==> config.mk <==
export PLATFORM = sky130hd
export DESIGN_NAME = keccak_sponge_ctrl
export DESIGN_NICKNAME = d
export VERILOG_FILES = /design/src/rtl/keccak_sponge_ctrl.sv
export SDC_FILE = /design/constraint.sdc
export NUM_CORES = 1
export LEC_CHECK = 0
export BUFFER_PORTS_ARGS = -buffer_cell sky130_fd_sc_hd__buf_2
export CAP_MARGIN = 0
export CORE_AREA = 3 3 105 107
export CTS_BUF_LIST = sky130_fd_sc_hd__clkbuf_8
export CTS_CLUSTER_SIZE = 14
export DETAILED_ROUTE_END_ITERATION = 8
export DIE_AREA = 0 0 108 110
export GPL_TIMING_DRIVEN = 0
export PLACE_DENSITY = 0.62
export SYNTH_ARGS = -nofsm -noshare
export SYNTH_HDL_FRONTEND = slang
export SYNTH_SLANG_ARGS = --single-unit
export TNS_END_PERCENT = 20
==> constraint.sdc <==
create_clock -name clk -period 3.5 [get_ports clk]
set_clock_uncertainty 0.2 [all_clocks]
set_input_delay 0.35 -clock clk [delete_from_list [all_inputs] [get_ports clk]]
set_output_delay 0.35 -clock clk [all_outputs]
set_load 0.005 [all_outputs]
==> src/rtl/keccak_sponge_ctrl.sv <==
// Host-side sponge sequencer for the masked keccak1600 core: absorbs a two-share
// word stream with SHA-3 padding on share 0, permutes per rate block, streams the digest.
module keccak_sponge_ctrl #(
  parameter int          RATE_WORDS = 34,
  parameter int          OUT_WORDS  = 8,
  parameter logic [7:0]  DOMAIN     = 8'h06
) (
  input  logic        clk,
  input  logic        reset,
  input  logic        in_valid,
  output logic        in_ready,
  input  logic [31:0] in_data_0,
  input  logic [31:0] in_data_1,
  input  logic        in_last,
  input  logic [2:0]  in_bytes,
  output logic        out_valid,
  input  logic        out_ready,
  output logic [31:0] out_data_0,
  output logic [31:0] out_data_1,
  output logic        out_last,
  output logic        busy,
  output logic        core_init,
  output logic        core_go,
  output logic        core_absorb,
  output logic        core_squeeze,
  output logic        core_extend,
  output logic [31:0] core_din_0,
  output logic [31:0] core_din_1,
  input  logic        core_done,
  input  logic [31:0] core_result_0,
  input  logic [31:0] core_result_1
);

  typedef enum logic [2:0] {
    S_IDLE, S_INIT, S_ABSORB, S_PAD, S_ROTATE, S_GO, S_WAIT, S_SQUEEZE
  } state_t;

  localparam logic [5:0] RATE_LAST = 6'(RATE_WORDS - 1);
  localparam logic [5:0] ROT_LAST  = 6'd49;
  localparam logic [5:0] OUT_LAST  = 6'(OUT_WORDS - 1);

  // Handshakes: a word moves on any cycle where valid && ready are both high at
  // the rising clock edge; valid never waits for ready, ready depends only on state.
  state_t      state, state_nxt;
  logic [5:0]  wc, oc;
  logic        msg_done, pad_started, pad_done;
  logic        in_hs, out_hs, wc_last, short_last;
  logic [31:0] pad_mask;

  assign in_hs      = (state == S_ABSORB) && in_valid;
  assign out_hs     = (state == S_SQUEEZE) && out_ready;
  assign wc_last    = (wc == RATE_LAST);
  assign short_last = in_last && (in_bytes < 3'd4);

  // Padding merged into the final partial word; 0x80 joins it only in the last rate word.
  always_comb begin
    pad_mask = '0;
    if (short_last) begin
      pad_mask = {24'h0, DOMAIN} << {in_bytes[1:0], 3'b000};
      if (wc_last) pad_mask = pad_mask | 32'h8000_0000;
    end
  end

  always_ff @(posedge clk or posedge reset) begin
    if (reset) state <= S_IDLE;
    else       state <= state_nxt;
  end

  always_comb begin
    state_nxt = state;
    case (state)
      S_IDLE:    if (in_valid) state_nxt = S_INIT;
      S_INIT:    state_nxt = S_ABSORB;
      S_ABSORB:  if (in_hs) begin
                   if (wc_last)      state_nxt = S_ROTATE;
                   else if (in_last) state_nxt = S_PAD;
                 end
      S_PAD:     if (wc_last) state_nxt = S_ROTATE;
      S_ROTATE:  if (wc == ROT_LAST) state_nxt = S_GO;
      S_GO:      state_nxt = S_WAIT;
      S_WAIT:    if (core_done) begin
                   if (pad_done)      state_nxt = S_SQUEEZE;
                   else if (msg_done) state_nxt = S_PAD;
                   else               state_nxt = S_ABSORB;
                 end
      S_SQUEEZE: if (out_hs && (oc == OUT_LAST)) state_nxt = S_IDLE;
      default:   state_nxt = S_IDLE;
    endcase
  end

  // wc keeps counting through ROTATE so the rotate length is 50 - RATE_WORDS.
  always_ff @(posedge clk or posedge reset) begin
    if (reset) begin
      wc          <= '0;
      oc          <= '0;
      msg_done    <= 1'b0;
      pad_started <= 1'b0;
      pad_done    <= 1'b0;
    end else begin
      case (state)
        S_INIT: begin
          wc          <= '0;
          oc          <= '0;
          msg_done    <= 1'b0;
          pad_started <= 1'b0;
          pad_done    <= 1'b0;
        end
        S_ABSORB: if (in_hs) begin
          wc <= wc + 6'd1;
          if (in_last)               msg_done    <= 1'b1;
          if (short_last)            pad_started <= 1'b1;
          if (short_last && wc_last) pad_done    <= 1'b1;
        end
        S_PAD: begin
          wc          <= wc + 6'd1;
          pad_started <= 1'b1;
          if (wc_last) pad_done <= 1'b1;
        end
        S_ROTATE: wc <= wc + 6'd1;
        S_WAIT: if (core_done) begin
          wc <= '0;
          oc <= '0;
        end
        S_SQUEEZE: if (out_hs) begin
          if (oc == OUT_LAST) begin
            oc          <= '0;
            msg_done    <= 1'b0;
            pad_started <= 1'b0;
            pad_done    <= 1'b0;
          end else begin
            oc <= oc + 6'd1;
          end
        end
        default: ;
      endcase
    end
  end

  // Absorb is always squeeze+absorb together; squeeze alone would overwrite the state.
  always_comb begin
    in_ready     = 1'b0;
    out_valid    = 1'b0;
    out_last     = 1'b0;
    core_init    = 1'b0;
    core_go      = 1'b0;
    core_absorb  = 1'b0;
    core_squeeze = 1'b0;
    core_extend  = 1'b0;
    core_din_0   = '0;
    core_din_1   = '0;
    case (state)
      S_INIT:   core_init = 1'b1;
      S_ABSORB: begin
        in_ready     = 1'b1;
        core_absorb  = in_hs;
        core_squeeze = in_hs;
        core_din_0   = in_data_0 ^ pad_mask;
        core_din_1   = in_data_1;
      end
      S_PAD: begin
        core_absorb  = 1'b1;
        core_squeeze = 1'b1;
        core_din_0   = (pad_started ? 32'h0 : {24'h0, DOMAIN}) |
                       (wc_last ? 32'h8000_0000 : 32'h0);
      end
      S_ROTATE:  core_extend = 1'b1;
      S_GO:      core_go = 1'b1;
      S_SQUEEZE: begin
        out_valid   = 1'b1;
        out_last    = (oc == OUT_LAST);
        core_extend = out_ready;
      end
      default: ;
    endcase
  end

  assign out_data_0 = core_result_0;
  assign out_data_1 = core_result_1;
  assign busy       = (state != S_IDLE);

endmodule

==> flow_summary.ini, run 1 <==
[placement]
dp_hpwl_mm = 8.50
place_ws_ns = 1.09
place_congestion = 0.816
io_buffers = 209

[clocking]
postCtsSetupRepairBufs = 0
worstSkewPairLatency_ns = 0.26
cts.hold.buffers_added = 0
cts.sinks = 18
clockBufferDepth = 2
cts.reportedPaths.clkPinSlew_ns = 0.08
post_cts_resized = 0
tritoncts = built
cts.htree.levels = 1
cts_made_buffers = 3
root_buffer = clkbuf_8

[sta]
fin_tns_setup_ns = 0
max_freq_ghz = 0.363
finalCritPeriodShare_pct = 78.6
grt_setup_unrepaired = false
finalSetupViolations = 0
worst_slew_pin_slew_ns = 0.796
slew_violations = 0
whs_ns = 0.0270
period_needed_ns = 2.75
final.setup.worst_slack_ns = 0.749
hold_viol_final = 0
slew_headroom_pct = 46.9

[yosys]
yosysTopAreaCell = buf_4
yosysMostFrequentCell = buf_4
syn_area_per_cell_um2 = 7.83
synthTopCellsByCount = 68 x buf_4, 62 x and3_1, 18 x dfrtp_1, 18 x nor2_1, 12 x clkbuf_1
synth_area_um2 = 2330
ys_types = 53
synth_edf_count = 0
async_flop_share_pct = 100
synth_ff_type = dfrtp_1
synth_nets = 438
ys_warn_count = 0
synthTopCellsByArea = buf_4 22%, dfrtp_1 19%, and3_1 17%, nor2_1 2.9%, xnor2_1 2.3%
syn_inst = 298
yosys.area.top_type_share_pct = 21.9
synth_seq_cells = 18
ys_seq_area_share_pct = 19.3

[die]
rows = 37
die-area_um2 = 11900
start_util_pct = 22.8
io_pins = 274
die_y_um = 110
core_um2 = 10200
die_width_um = 108

[route]
drt_wl_total_mm = 9.94
wl_per_cell_um = 15.4
route.detailed.drc = 0
first_pass_iters = 4
vias = 2960
drtAntennaViolNets = 0
drt-initial-drc-count = 210
avgViaCountPerCell = 4.57

[worst_setup_path]
worstPathRequired_ns = 2.95
critPathArrivalTime_ns = 2.20
critPathKind = reg -> out
endpoint_kind = output pin
critPathLaunchType = flip-flop
cp_max_fo = 10

[outcome]
outcome = complete, no violations

[power_and_ir_drop]
combPwrFrac_pct = 75.7
clock_power_share_pct = 9.1
leakage_nw = 2.18
peakVddDrop_mv = 0.182
switching_share_pct = 47.5
p_sw_w = 0.000928
p_seq_share_pct = 15.2
powerDensity_nw_per_um2 = 542
p_int_w = 0.00103

[worst_hold_path]
hold_path_class = in -> async

[finish]
final_nets = 652
n_antenna_cell = 0
finalCoreUtilization_pct = 35.2
syn2layout_area_growth_pct = 54.5
layout-drive-gt1-share_pct = 58.5

[flow_run]
maxCapViolCount = 0

[grt]
grt_max_degree = 19
grt_pass1_wl_mm = 13.3
grt_usage_pct = 14.1
grt.overflow.total = 0
antenna_found_initial = 4
grt_pass1_vias = 2559
stage by stage:
step / instances / power [W] / instance area, um2
after CTS: 647 / 0.00196 / 3600
after detailed placement: 643 / 0.00178 / 3550
final: 647 / 0.00195 / 3600
after global routing: 647 / 0.00214 / 3600
after global placement: 643 / 0.00175 / 3550
after floorplan: 298 / 0.00118 / 2330
metal layers:
metal / up-vias / GRT usage [%] / share of wire, %
met4: 8 / 0.812 / 0.23
met2: 156 / 22.3 / 47
met1: 1379 / 19.9 / 42
met3: 10 / 4.43 / 11
li1: 1407 / - / -
met5: - / 0 / 0.48
cell usage in the layout, fill, tap and decap left out, types with 4 or more instances in the layout:
cell type,netlist,final
inv_1,6,6
nor2_1,18,18
o211ai_1,5,5
buf_2,4,213
a21oi_1,8,8
nor3_1,6,6
o2bb2ai_1,4,4
nand2b_1,6,6
xnor2_1,6,6
dfrtp_1,18,18
buf_4,68,68
clkbuf_1,12,12
nand2_1,7,7
nand3_1,4,4
and3_1,62,62
o21ai_0,4,4
a21boi_0,4,4
clkbuf_8,0,4
power by group through the flow:
stage	sequential, W	combinational, W	clock (W)
final	0.000297	0.00148	0.000177
after global routing	0.000304	0.00164	0.000192
after CTS	0.000298	0.00148	0.000183
after detailed placement	0.000302	0.00148	0
after global placement	0.000298	0.00145	0
after floorplan	0.000289	0.000895	0
area by class of cell:
class / count / area [um2]
Fill cell: 1084 / 6630
Inverter: 7 / 26.3
Timing Repair Buffer: 209 / 1050
Tap cell: 136 / 170
Multi-Input combinational cell: 189 / 1280
Buffer: 84 / 576
Sequential cell: 18 / 450
Clock buffer: 4 / 55.1
path summary, 6_finish.rpt:
kind,start,end,slack (ns),cells past startpoint
setup / recovery,state[2],core_din_0[11],0.75,5
hold / removal,reset,wc[2],0.03,2
setup reg to reg,wc[1],state[2],1.46,6
hold reg to reg,pad_started,pad_started,0.30,1
max in group asynchronous,reset,state[0],2.57,2
min in group clk,in_last,msg_done,0.28,3
cells by family (layout without fill, tap and decap cells):
group	after synthesis	count (layout)	share of synthesized area (%)
xor+xnor	8	8	3.00
simple gates	125	125	31.9
mux	5	5	2.57
buf+inv	91	304	25.8
compound gates	48	48	15.8
flops	18	18	19.3
fa+ha+maj	3	3	1.61
worst max-delay path: stages, from the launching register on:
cell and delay, ns:
dfrtp_1 0.46, and2b_1 0.41, clkbuf_1 0.34, clkbuf_1 0.35, and3_1 0.25, buf_2 0.13
flip-flops by register name, summed over array words and instances (netlist names):
name / cells
msg_done: 1
pad_started: 1
wc: 6
state: 3
pad_done: 1
oc: 6
Power figures use the tool's default switching activity.
==> run 2: changes to the inputs <==
Settings changed: ABC_AREA set to 1, CORE_AREA 3 3 105 107 to 3 3 104 106, DIE_AREA 0 0 108 110 to 0 0 107 109, PLACE_DENSITY 0.62 to 0.65.
Clock period 3.5 ns to 2.75 ns, I/O delays scaled along.
==> run 2 against run 1 <==
  * Synthesized cell count is 35% higher
  * Clock power is 7% higher
  * Final area is 2.6% higher
  * Sequential power is 26% higher
  * Critical path type unchanged
==> flow_summary.ini, run 2 <==
[sta]
worst_slew_pin_slew_ns = 0.692
grt_setup_unrepaired = false
finalSetupViolations = 0
slew_headroom_pct = 53.8
hold_viol_final = 0
slew_violations = 0
fin_tns_setup_ns = 0
period_needed_ns = 2.34
finalCritPeriodShare_pct = 85.0
max_freq_ghz = 0.428

[grt]
antenna_found_initial = 0
grt_pass1_wl_mm = 13.2
grt.overflow.total = 0
grt_pass1_vias = 2665
grt_max_degree = 19
grt_usage_pct = 14.0

[finish]
finalCoreUtilization_pct = 37.5
layout-drive-gt1-share_pct = 50.2
multi_input_area_um2 = 1100
layout_common_cells = 212 x buf_2, 79 x nor2_1, 79 x inv_1
reg_top3 = oc x6, wc x6, state x3
final_nets = 756
fillers = 1110
layout_commonest_cell = buf_2
syn2layout_area_growth_pct = 51.9
regArea_um2 = 450
n_antenna_cell = 0

[yosys]
synthTopCellsByCount = 79 x inv_1, 79 x nor2_1, 66 x buf_4
synth_area_um2 = 2430
yosys.area.top_type_share_pct = 20.4
synth_nets = 541
syn_inst = 401
synth_edf_count = 0
synth_ff_type = dfrtp_1
async_flop_share_pct = 100
synth_seq_cells = 18
synthTopCellsByArea = buf_4 20%, dfrtp_1 19%, inv_1 12%, nor2_1 12%, nand2_1 8.8%
ys_seq_area_share_pct = 18.5
syn_area_per_cell_um2 = 6.07
ys_types = 35
yosysTopAreaCell = buf_4
ys_warn_count = 0

[die]
io_pins = 274
core_um2 = 9860
start_util_pct = 24.7
die_y_um = 109
die-area_um2 = 11700
die_width_um = 107
rows = 36

[worst_setup_path]
cp_max_fo = 10
critPathArrivalTime_ns = 1.86
critPathLaunchType = flip-flop
worstPathRequired_ns = 2.28
endpoint_kind = output pin
critPathKind = reg -> out

[route]
first_pass_iters = 4
avgViaCountPerCell = 3.90
vias = 2914
route.detailed.drc = 0
drt_wl_total_mm = 9.12
drtAntennaViolNets = 0
wl_per_cell_um = 12.2
drt-initial-drc-count = 120

[clocking]
worstSkewPairLatency_ns = 0.26
clockBufferDepth = 2
root_buffer = clkbuf_8
cts_made_buffers = 3
cts.htree.levels = 1
cts.hold.buffers_added = 1
post_cts_resized = 0
cts.sinks = 18
postCtsSetupRepairBufs = 0
tritoncts = built
cts.reportedPaths.clkPinSlew_ns = 0.07

[worst_hold_path]
hold_path_class = in -> reg

[placement]
io_buffers = 209
place_congestion = 0.900
dp_hpwl_mm = 8.09

[flow_run]
maxCapViolCount = 0

[power_and_ir_drop]
peakVddDrop_mv = 0.358
powerDensity_nw_per_um2 = 585
leakage_nw = 2.48

[outcome]
outcome = complete, no violations
## run 2: routing by layer
layer	vias up	GRT usage, %	wire (um)
met3	8	3.08	768
met1	1222	17.7	3680
met5	-	0	0
met4	0	1.55	55
met2	130	25.2	4610
li1	1554	-	-
## run 2: kinds of logic (layout without fill, tap and decap cells)
logic type / count (synthesis) / count (layout) / share of synthesized area (%)
AOI/OAI and AO/OA: 41 / 41 / 9.25
xor gates and xnor gates: 4 / 4 / 1.44
adders and majority gates: 3 / 3 / 1.54
buffers and inverters: 160 / 373 / 36.4
DFF: 18 / 18 / 18.5
and+or+nand+nor: 175 / 175 / 32.9
## run 2: area by class of cell
cell class / instances / area share, %
Multi-Input combinational cell: 223 / 29.7
Buffer: 75 / 15.0
Tap cell: 133 / 4.50
Sequential cell: 18 / 12.2
Timing Repair Buffer: 210 / 28.6
Clock buffer: 3 / 1.12
Inverter: 85 / 8.93
## run 2: worst paths after layout
path                              from            to  slack [ns]  depth (start not counted)
max in group asynchronous        reset         wc[5]        1.45                          3
min                        in_bytes[2]   pad_started        0.26                          5
max reg2reg                      oc[0]   pad_started        0.97                          8
max                           state[2]  core_squeeze        0.41                          7
min in group asynchronous        reset         oc[5]        0.46                          3
min reg2reg                pad_started   pad_started        0.31                          2
## run 2: power by group
group	leakage (nW)	internal, W	switching (W)
Clock	0.0216	0.0000976	0.0000916
Sequential	0.242	0.000329	0.0000439
Combinational	2.21	0.000665	0.000935
Total	2.48	0.00109	0.00107
## run 2: stage by stage
| stage | worst slack [ns] | instance area (um2) | std cells | total power, W | hold slack [ns] |
|---|---|---|---|---|---|
| final | 0.412 | 3700 | 747 | 0.00216 | 0.261 |
| after global routing | 0.285 | 3700 | 747 | 0.00241 | 0.303 |
| after CTS | 0.404 | 3700 | 747 | 0.00219 | 0.255 |
| after detailed placement | 0.694 | 3650 | 743 | 0.00200 | 0.223 |
| after global placement | 0.712 | 3650 | 743 | 0.00199 | 0.229 |
| after floorplan | 1.01 | 2430 | 401 | 0.00142 | 0.0136 |
## run 2: critical path: stages (launching register included)
cell and delay, ns:
dfrtp_1 0.42, buf_6 0.17, inv_6 0.08, nand3_4 0.11, buf_2 0.21, o21ai_0 0.35, buf_4 0.17, buf_2 0.10
